File: src/rtl/i2s_mic_pkg.sv
// Shared types and sizing helpers for the I2S microphone receiver.
package i2s_mic_pkg;

    typedef enum logic [1:0] {
        IDLE,
        SKIP,
        RUN
    } i2s_state_t;

    localparam int DEF_CLK_DIV      = 16;
    localparam int DEF_SLOT_BITS    = 32;
    localparam int DEF_SAMPLE_WIDTH = 18;

    function automatic int div_cnt_width(input int clk_div);
        return (clk_div > 1) ? $clog2(clk_div) : 1;
    endfunction

    function automatic int bit_cnt_width(input int slot_bits);
        return $clog2(2 * slot_bits);
    endfunction

    function automatic int skip_cnt_width(input int skip_frames);
        return (skip_frames > 0) ? $clog2(skip_frames + 1) : 1;
    endfunction

endpackage

File: src/rtl/i2s_bclk_gen.sv
// Bit clock / word select generator: divider and bit counters plus the
// strobes the receiver needs to capture bits and count frames.
module i2s_bclk_gen
    import i2s_mic_pkg::*;
#(
    parameter int CLK_DIV   = DEF_CLK_DIV,
    parameter int SLOT_BITS = DEF_SLOT_BITS
) (
    input  logic                                clk,
    input  logic                                reset_n,
    input  logic                                run,
    output logic                                mic_clk,
    output logic                                mic_ws,
    output logic                                capture,
    output logic                                frame_end,
    output logic [bit_cnt_width(SLOT_BITS)-1:0] bit_cnt
);

    localparam int DW = div_cnt_width(CLK_DIV);
    localparam int BW = bit_cnt_width(SLOT_BITS);

    localparam logic [DW-1:0] DIV_LAST     = DW'(CLK_DIV - 1);
    localparam logic [DW-1:0] DIV_HALF     = DW'(CLK_DIV / 2);
    localparam logic [DW-1:0] DIV_PRE_RISE = DW'(CLK_DIV / 2 - 1);
    localparam logic [BW-1:0] BIT_LAST     = BW'(2 * SLOT_BITS - 1);
    localparam logic [BW-1:0] SLOT_LEN     = BW'(SLOT_BITS);

    logic [DW-1:0] div_cnt;
    logic          div_wrap;

    assign div_wrap  = run && (div_cnt == DIV_LAST);
    assign capture   = run && (div_cnt == DIV_PRE_RISE);
    assign frame_end = div_wrap && (bit_cnt == BIT_LAST);

    // NOTE: reset is synchronous, so it is simply the highest-priority branch of the clocked block.
    always_ff @(posedge clk) begin
        if (!reset_n || !run) begin
            div_cnt <= '0;
            bit_cnt <= '0;
            mic_clk <= 1'b0;
            mic_ws  <= 1'b0;
        end else begin
            div_cnt <= div_wrap ? '0 : div_cnt + 1'b1;
            if (div_wrap) begin
                bit_cnt <= (bit_cnt == BIT_LAST) ? '0 : bit_cnt + 1'b1;
            end
            // Registered from the current counts, so both pins lag the counters by one clk.
            mic_clk <= (div_cnt >= DIV_HALF);
            mic_ws  <= (bit_cnt >= SLOT_LEN);
        end
    end

endmodule

File: src/rtl/i2s_mic_rx.sv
// I2S microphone receiver: frame-skip FSM, slot capture shift register and
// a single-entry valid/ready output register with sticky overrun.
module i2s_mic_rx
    import i2s_mic_pkg::*;
#(
    parameter int CLK_DIV      = DEF_CLK_DIV,
    parameter int SLOT_BITS    = DEF_SLOT_BITS,
    parameter int SAMPLE_WIDTH = DEF_SAMPLE_WIDTH,
    parameter int CHANNEL      = 0,
    parameter int SKIP_FRAMES  = 4
) (
    input  logic                           clk,
    input  logic                           reset_n,
    input  logic                           enable,
    output logic                           mic_clk,
    output logic                           mic_ws,
    input  logic                           mic_dout,
    output logic signed [SAMPLE_WIDTH-1:0] sample_data,
    output logic                           sample_valid,
    input  logic                           sample_ready,
    output logic                           overrun,
    input  logic                           overrun_clr
);

    localparam int BW  = bit_cnt_width(SLOT_BITS);
    localparam int SKW = skip_cnt_width(SKIP_FRAMES);

    localparam logic [BW-1:0]  SLOT_LEN  = BW'(SLOT_BITS);
    localparam logic [BW-1:0]  K_LAST    = BW'(SAMPLE_WIDTH);
    localparam logic [SKW-1:0] SKIP_LAST = SKW'((SKIP_FRAMES > 0) ? SKIP_FRAMES - 1 : 0);
    localparam logic           CHAN_SEL  = (CHANNEL != 0);

    i2s_state_t state, state_next;

    logic                    run;
    logic                    capture;
    logic                    frame_end;
    logic [BW-1:0]           bit_cnt;
    logic [BW-1:0]           slot_idx;
    logic                    in_right;
    logic                    capture_bit;
    logic [SKW-1:0]          skip_cnt;
    logic [SAMPLE_WIDTH-1:0] shift_reg;
    logic                    done;

    assign run = enable && (state != IDLE);

    i2s_bclk_gen #(
        .CLK_DIV   (CLK_DIV),
        .SLOT_BITS (SLOT_BITS)
    ) u_bclk_gen (
        .clk       (clk),
        .reset_n   (reset_n),
        .run       (run),
        .mic_clk   (mic_clk),
        .mic_ws    (mic_ws),
        .capture   (capture),
        .frame_end (frame_end),
        .bit_cnt   (bit_cnt)
    );

    // Slot index k; the MSB sits at k=1 because of the I2S one-bit delay.
    assign in_right    = (bit_cnt >= SLOT_LEN);
    assign slot_idx    = in_right ? bit_cnt - SLOT_LEN : bit_cnt;
    assign capture_bit = capture && (state == RUN) && (in_right == CHAN_SEL)
                         && (slot_idx != '0) && (slot_idx <= K_LAST);

    always_ff @(posedge clk) begin
        if (!reset_n) begin
            state <= IDLE;
        end else begin
            state <= state_next;
        end
    end

    // NOTE: state_next is assigned before the case so no path leaves it unassigned (no latch).
    always_comb begin
        state_next = state;
        case (state)
            IDLE:    if (enable) state_next = (SKIP_FRAMES == 0) ? RUN : SKIP;
            SKIP:    if (frame_end && (skip_cnt == SKIP_LAST)) state_next = RUN;
            RUN:     state_next = RUN;
            default: state_next = IDLE;
        endcase
        if (!enable) begin
            state_next = IDLE;
        end
    end

    always_ff @(posedge clk) begin
        if (!reset_n || (state == IDLE)) begin
            skip_cnt <= '0;
        end else if ((state == SKIP) && frame_end) begin
            skip_cnt <= skip_cnt + 1'b1;
        end
    end

    // Clearing in IDLE drops any partially shifted sample across an enable cycle.
    always_ff @(posedge clk) begin
        if (!reset_n || (state == IDLE)) begin
            shift_reg <= '0;
            done      <= 1'b0;
        end else begin
            done <= capture_bit && (slot_idx == K_LAST);
            if (capture_bit) begin
                shift_reg <= {shift_reg[SAMPLE_WIDTH-2:0], mic_dout};
            end
        end
    end

    always_ff @(posedge clk) begin
        if (!reset_n) begin
            sample_data  <= '0;
            sample_valid <= 1'b0;
            overrun      <= 1'b0;
        end else begin
            if (done) begin
                sample_data  <= $signed(shift_reg);
                sample_valid <= 1'b1;
            end else if (sample_valid && sample_ready) begin
                sample_valid <= 1'b0;
            end
            // A new sample replacing an unaccepted one wins over a same-cycle clear.
            if (done && sample_valid && !sample_ready) begin
                overrun <= 1'b1;
            end else if (overrun_clr) begin
                overrun <= 1'b0;
            end
        end
    end

endmodule

File: config.mk
export PLATFORM = sky130hd
export DESIGN_NAME = i2s_mic_rx
export DESIGN_NICKNAME = d
export VERILOG_FILES = /design/src/rtl/i2s_mic_pkg.sv /design/src/rtl/i2s_bclk_gen.sv /design/src/rtl/i2s_mic_rx.sv
export SDC_FILE = /design/constraint.sdc
export NUM_CORES = 1
export LEC_CHECK = 0
export CORE_ASPECT_RATIO = 0.7
export CORE_MARGIN = 2
export CORE_UTILIZATION = 45
export DETAILED_ROUTE_END_ITERATION = 6
export PLACE_DENSITY = 0.67
export SKIP_CTS_REPAIR_TIMING = 1
export SYNTH_ARGS = -nofsm -noshare
export SYNTH_HDL_FRONTEND = slang
export SYNTH_SLANG_ARGS = --single-unit
File: constraint.sdc
create_clock -name clk -period 2.2 [get_ports clk]
set_input_delay 0.44 -clock clk [delete_from_list [all_inputs] [get_ports clk]]
set_output_delay 0.44 -clock clk [all_outputs]
set_load 0.05 [all_outputs]
# [Word-level counts from Yosys, hierarchy flattened]
# Cells that the tools add are included.
[totals] register_bits=56 latch_bits=0 ramBits=0 rom_bits=0 inputBits=6 output_inout_bits=22 n_memories=0
[classes] add_sub_neg=4 multipliers=0 div=0 order_cmp=3 eq_ne=8 shifts=0 mux=8 bitwise=1 reduce_logical=26
[ops] operator="$logic_and A1 B1 Y1" n=14
[ops] operator="$mux W6" n=2
[ops] operator="$add A6 B1 Y6 const B" n=1
[ops] operator="$eq A6 B5 Y1 const B" n=1
[ops] operator="$eq A6 B6 Y1 const B" n=1
[ops] operator="$ge A6 B6 Y1 const B" n=1
[ops] operator="$le A6 B5 Y1 const B" n=1
[ops] operator="$pmux W2 S3" n=1
[ops] operator="$reduce_bool A2 Y1" n=3
[ops] operator="$reduce_bool A6 Y1" n=1
[ops] operator="$sub A6 B6 Y6 const B" n=1
[ops] operator="$add A4 B1 Y4 const B" n=1
[ops] operator="$eq A4 B3 Y1 const B" n=1
[ops] operator="$eq A4 B4 Y1 const B" n=1
[ops] operator="$ge A4 B4 Y1 const B" n=1
[ops] operator="$mux W1" n=4
[ops] operator="$add A3 B1 Y3 const B" n=1
[ops] operator="$eq A3 B2 Y1 const B" n=1
[ops] operator="$logic_not A1 Y1" n=3
[ops] operator="$eq A2 B1 Y1 const B" n=1
[ops] operator="$eq A2 B2 Y1 const B" n=1
[ops] operator="$logic_not A2 Y1" n=1
[ops] operator="$logic_or A1 B1 Y1" n=2
[ops] operator="$mux W2" n=1
[ops] operator="other kinds (4)" n=4

# [Logic depth before layout (Yosys ltp)]
[logic_depth] depth_word=8 ltp_mapped=8 ltp_nobuf=6

# [Cells and area by module]
# Synthesis repeated with hierarchy kept, for this count alone.
[hier_totals] hier_cells=225 hier_area_um2=2301.0
[by_module_without_submodules] module="i2s_mic_rx" n_inst=1 cells_per_inst=163 area_each_um2=1736.7
[by_module_without_submodules] module="i2s_bclk_gen" n_inst=1 cells_per_inst=62 area_each_um2=564.3

# [Least setup slack after synthesis]
# OpenSTA, ideal clock, no wires.
[synth_timing] path_type="register -> register" start="reg state[0]" end="reg skip_cnt[0]" setup_time_ns=0.070 arrival_time_ns=1.785 slack_ns=0.346 path_stages_with_launch=7 path_buffers=0 synth_period_minus_slack_ns=1.854 cell_sequence="dfxtp_1 inv_1 ha_1 nand4b_4 or4_4 or3_1 a21oi_1"
[synth_via] elab_chain_cells=5
[synth_lines] item="from (decl)" line_no="i2s_mic_rx.sv:33" text="i2s_state_t state, state_next;"
[synth_lines] item="from (signal assigned)" line_no="i2s_mic_rx.sv:72" text="state <= state_next;"
[synth_lines] item="$reduce_bool A2 Y1" line_no="i2s_mic_rx.sv:46" text="assign run = enable && (state != IDLE);"
[synth_lines] item="$logic_and A1 B1 Y1" line_no="i2s_mic_rx.sv:46"
[synth_lines] item="$logic_and A1 B1 Y1" line_no="i2s_bclk_gen.sv:31" text="assign div_wrap = run && (div_cnt == DIV_LAST);"
[synth_lines] item="$logic_and A1 B1 Y1" line_no="i2s_bclk_gen.sv:33" text="assign frame_end = div_wrap && (bit_cnt == BIT_LAST);"
[synth_lines] item="$logic_and A1 B1 Y1" line_no="i2s_mic_rx.sv:93" text="end else if ((state == SKIP) && frame_end) begin"
[synth_lines] item="to (signal assigned)" line_no="i2s_mic_rx.sv:94" text="skip_cnt <= skip_cnt + 1'b1;"
[synth_lines] item="to (decl)" line_no="i2s_mic_rx.sv:42" text="logic [SKW-1:0] skip_cnt;"
# Several ways; a longest one is shown, not always the timed one.
# A chain may end at the register's enable or synchronous reset.

# [Final worst setup path]
# Same ends and word-level chain as after synthesis.

==> results.json <==
{
  "synthFlopType": "dfxtp_1",
  "cts_tree": "yes",
  "hp-class": "flop to flop",
  "grt_max_degree": 23,
  "start_kind": "flop",
  "drc": 0,
  "grtUsageMet2_pct": 20.9,
  "synth-edff-count": 0,
  "syn_to_final_growth_pct": 22.2,
  "ant_nets": 0,
  "drive_above_1_share_pct": 7.95,
  "status": "complete, no violations",
  "fillers": 435,
  "multi_input_area_mm2": 0.00112,
  "synth.top_cells.by_count": "dfxtp_1, mux2i_1, nand2_1, nor2b_1",
  "synth_cell_types": 33,
  "worst-path-stages": 6,
  "synthesis.nets": 246,
  "cts_max_path_buffers": 2,
  "io_pins": 28,
  "use_met1_pct": 26.4,
  "p_per_area_mw_per_mm2": 621,
  "die_h_um": 63.9,
  "die_w_um": 89.5,
  "r2r_cells": 6,
  "top_usage_layer": "met1",
  "setup_viol": 0,
  "io_buffers": 27,
  "cp-end-kind": "flop",
  "cts_sinks": 56,
  "die-area_mm2": 0.00572,
  "worstPathCellList": "inv_1 -> ha_1 -> nand4b_4 -> or4_4 -> or3_1 -> a21oi_1",
  "whs_path_depth": 2,
  "layout.nets": 279,
  "yosysTopAreaCell": "dfxtp_1",
  "cp_top_family": "simple AND/OR/NAND/NOR gates",
  "insertion_delay_ns": 0.31,
  "switchingPower_w": 0.000366,
  "antenna_found_initial": 0,
  "ir_drop_mv": 0.320,
  "p_int_w": 0.00138,
  "power_frac_seq_pct": 58.2,
  "fin_tns_setup_ns": 0,
  "synth_seq_area_share_pct": 48.7,
  "power.share.switching_pct": 20.9,
  "ys_async_sr_fraction_pct": 0,
  "clk_pin_slew_ns": 0.10,
  "initial_core_util_pct": 47.4,
  "synth.area.top_cells": "dfxtp_1, mux2i_1, nor2b_1, ha_1, nand2_1",
  "use_met3_pct": 4.26,
  "required_ns": 2.45,
  "fin_skew_ns": 0.00667,
  "row_count": 21,
  "synthCells": 230,
  "tightest_slew_ns": 0.523,
  "hold_viol": 0,
  "synth.most_common_cell": "dfxtp_1",
  "wl_um": 4200,
  "cp.buffers_inverters": 1,
  "fin_cells": 333,
  "maxCapViolCount": 0,
  "syn_area_mm2": 0.00230,
  "finalCritPeriodShare_pct": 88.8,
  "grt_first_pass_wirelength_um": 7210,
  "arrival_ns": 2.20,
  "place_inst": 325,
  "power_frac_comb_pct": 3.4,
  "synth_top_area_share_pct": 48.7,
  "clock_power_share_pct": 38.4,
  "rsz0062_at_grt": "no",
  "grt_pass1_vias": 1532,
  "track_usage_pct": 16.4,
  "synth_warnings": 0,
  "max_stage_delay_ns": 0.56,
  "critical_path_class": "flop to flop",
  "avgSynthCellArea_um2": 10.0,
  "vias": 1614,
  "wl_per_cell_um": 12.6,
  "cts_buffers": 5,
  "fin_crit_ns": 1.95,
  "fmax_mhz": 512,
  "core_area_mm2": 0.00486,
  "cp_max_fo": 6,
  "h-tree-depth": 2,
  "slew_violations": 0,
  "antenna_cells": 0,
  "slew_headroom_pct": 64.7,
  "grt-ovfl-total": 0,
  "p_leak_nw": 0.928,
  "dpl.hpwl_um": 2940,
  "dr.pass1.iters": 4,
  "drtIter0Drc": 71,
  "cts_root_buf": "clkbuf_8",
  "slowest_stage": "or4_4",
  "routabilityCongestion": 0.826,
  "seqCellArea_mm2": 0.00112,
  "synth-seq-cells": 56,
  "viasPerCell": 4.85
}
## cells by family (layout without fill, tap and decap cells)
family | Yosys count | in the layout | synth area share, %
xor gates and xnor gates | 3 | 3 | 1.14
adders and majority gates | 10 | 10 | 5.43
DFF | 56 | 56 | 48.7
AOI/OAI and AO/OA | 18 | 18 | 4.83
muxes | 38 | 38 | 16.5
and+or+nand+nor | 87 | 87 | 20.2
buffers and inverters | 18 | 52 | 3.26
## path summary, 6_finish.rpt
path                   end  slack (ns)     startpoint
max            skip_cnt[0]        0.25       state[0]
min          shift_reg[17]        0.47  shift_reg[17]
max reg2reg    skip_cnt[0]        0.25       state[0]
min reg2reg  shift_reg[17]        0.47  shift_reg[17]
## through the flow
step           worst slack [ns]  hold WS (ns)  power, W  cell area (µm²)  util (%)
5_1_grt                   0.104         0.519   0.00183             2820      57.9
4_1_cts                   0.228         0.469   0.00177             2820      57.9
3_3_place_gp             0.0378         0.449   0.00110             2700      55.6
2_1_floorplan             0.346         0.434   0.00108             2300         -
6_report                  0.247         0.467   0.00175             2820      57.9
3_5_place_dp            0.00277         0.454   0.00110             2700      55.6
## power groups by stage
stage	clock (W)	combinational (W)	sequential, W
after global placement	0	0.0000607	0.00104
after global routing	0.000742	0.0000669	0.00102
after floorplan	0	0.0000346	0.00104
after CTS	0.000690	0.0000612	0.00102
after detailed placement	0	0.0000609	0.00104
final	0.000671	0.0000601	0.00102
## tightest hold or removal path: cells and delay by family, from the launching register on
kind / cells / cell delay [ns]
muxes: 1 / 0.05
DFF: 1 / 0.32
and+or+nand+nor: 1 / 0.05
## routing by layer
layer  share of wire (%)  wire length, µm  vias to the layer above
met4                 1.2               49                        0
met3                 3.6              153                        7
met1                  56             2360                      736
met5                   0                0                        -
met2                  39             1630                       24
li1                    -                -                      847
## placed cells by master, fill, tap and decap left out, drive strengths merged, types with 3 or more instances in the layout
master         count
buf                8
nand3              9
inv                9
nor2              10
ha                10
clkdlybuf4s50     27
nor3               4
a21oi              7
clkbuf             5
nor2b             22
o21ai              3
dfxtp             56
nand2             29
mux2i             38
## layout make-up
cell class,count,area share (%)
Timing Repair Buffer,35,12.2
Inverter,9,1.20
Tap cell,69,3.07
Sequential cell,56,39.8
Multi-Input combinational cell,156,39.8
Clock inverter,3,1.51
Clock buffer,5,2.44
Note: power is estimated with default switching activity, not from simulation.
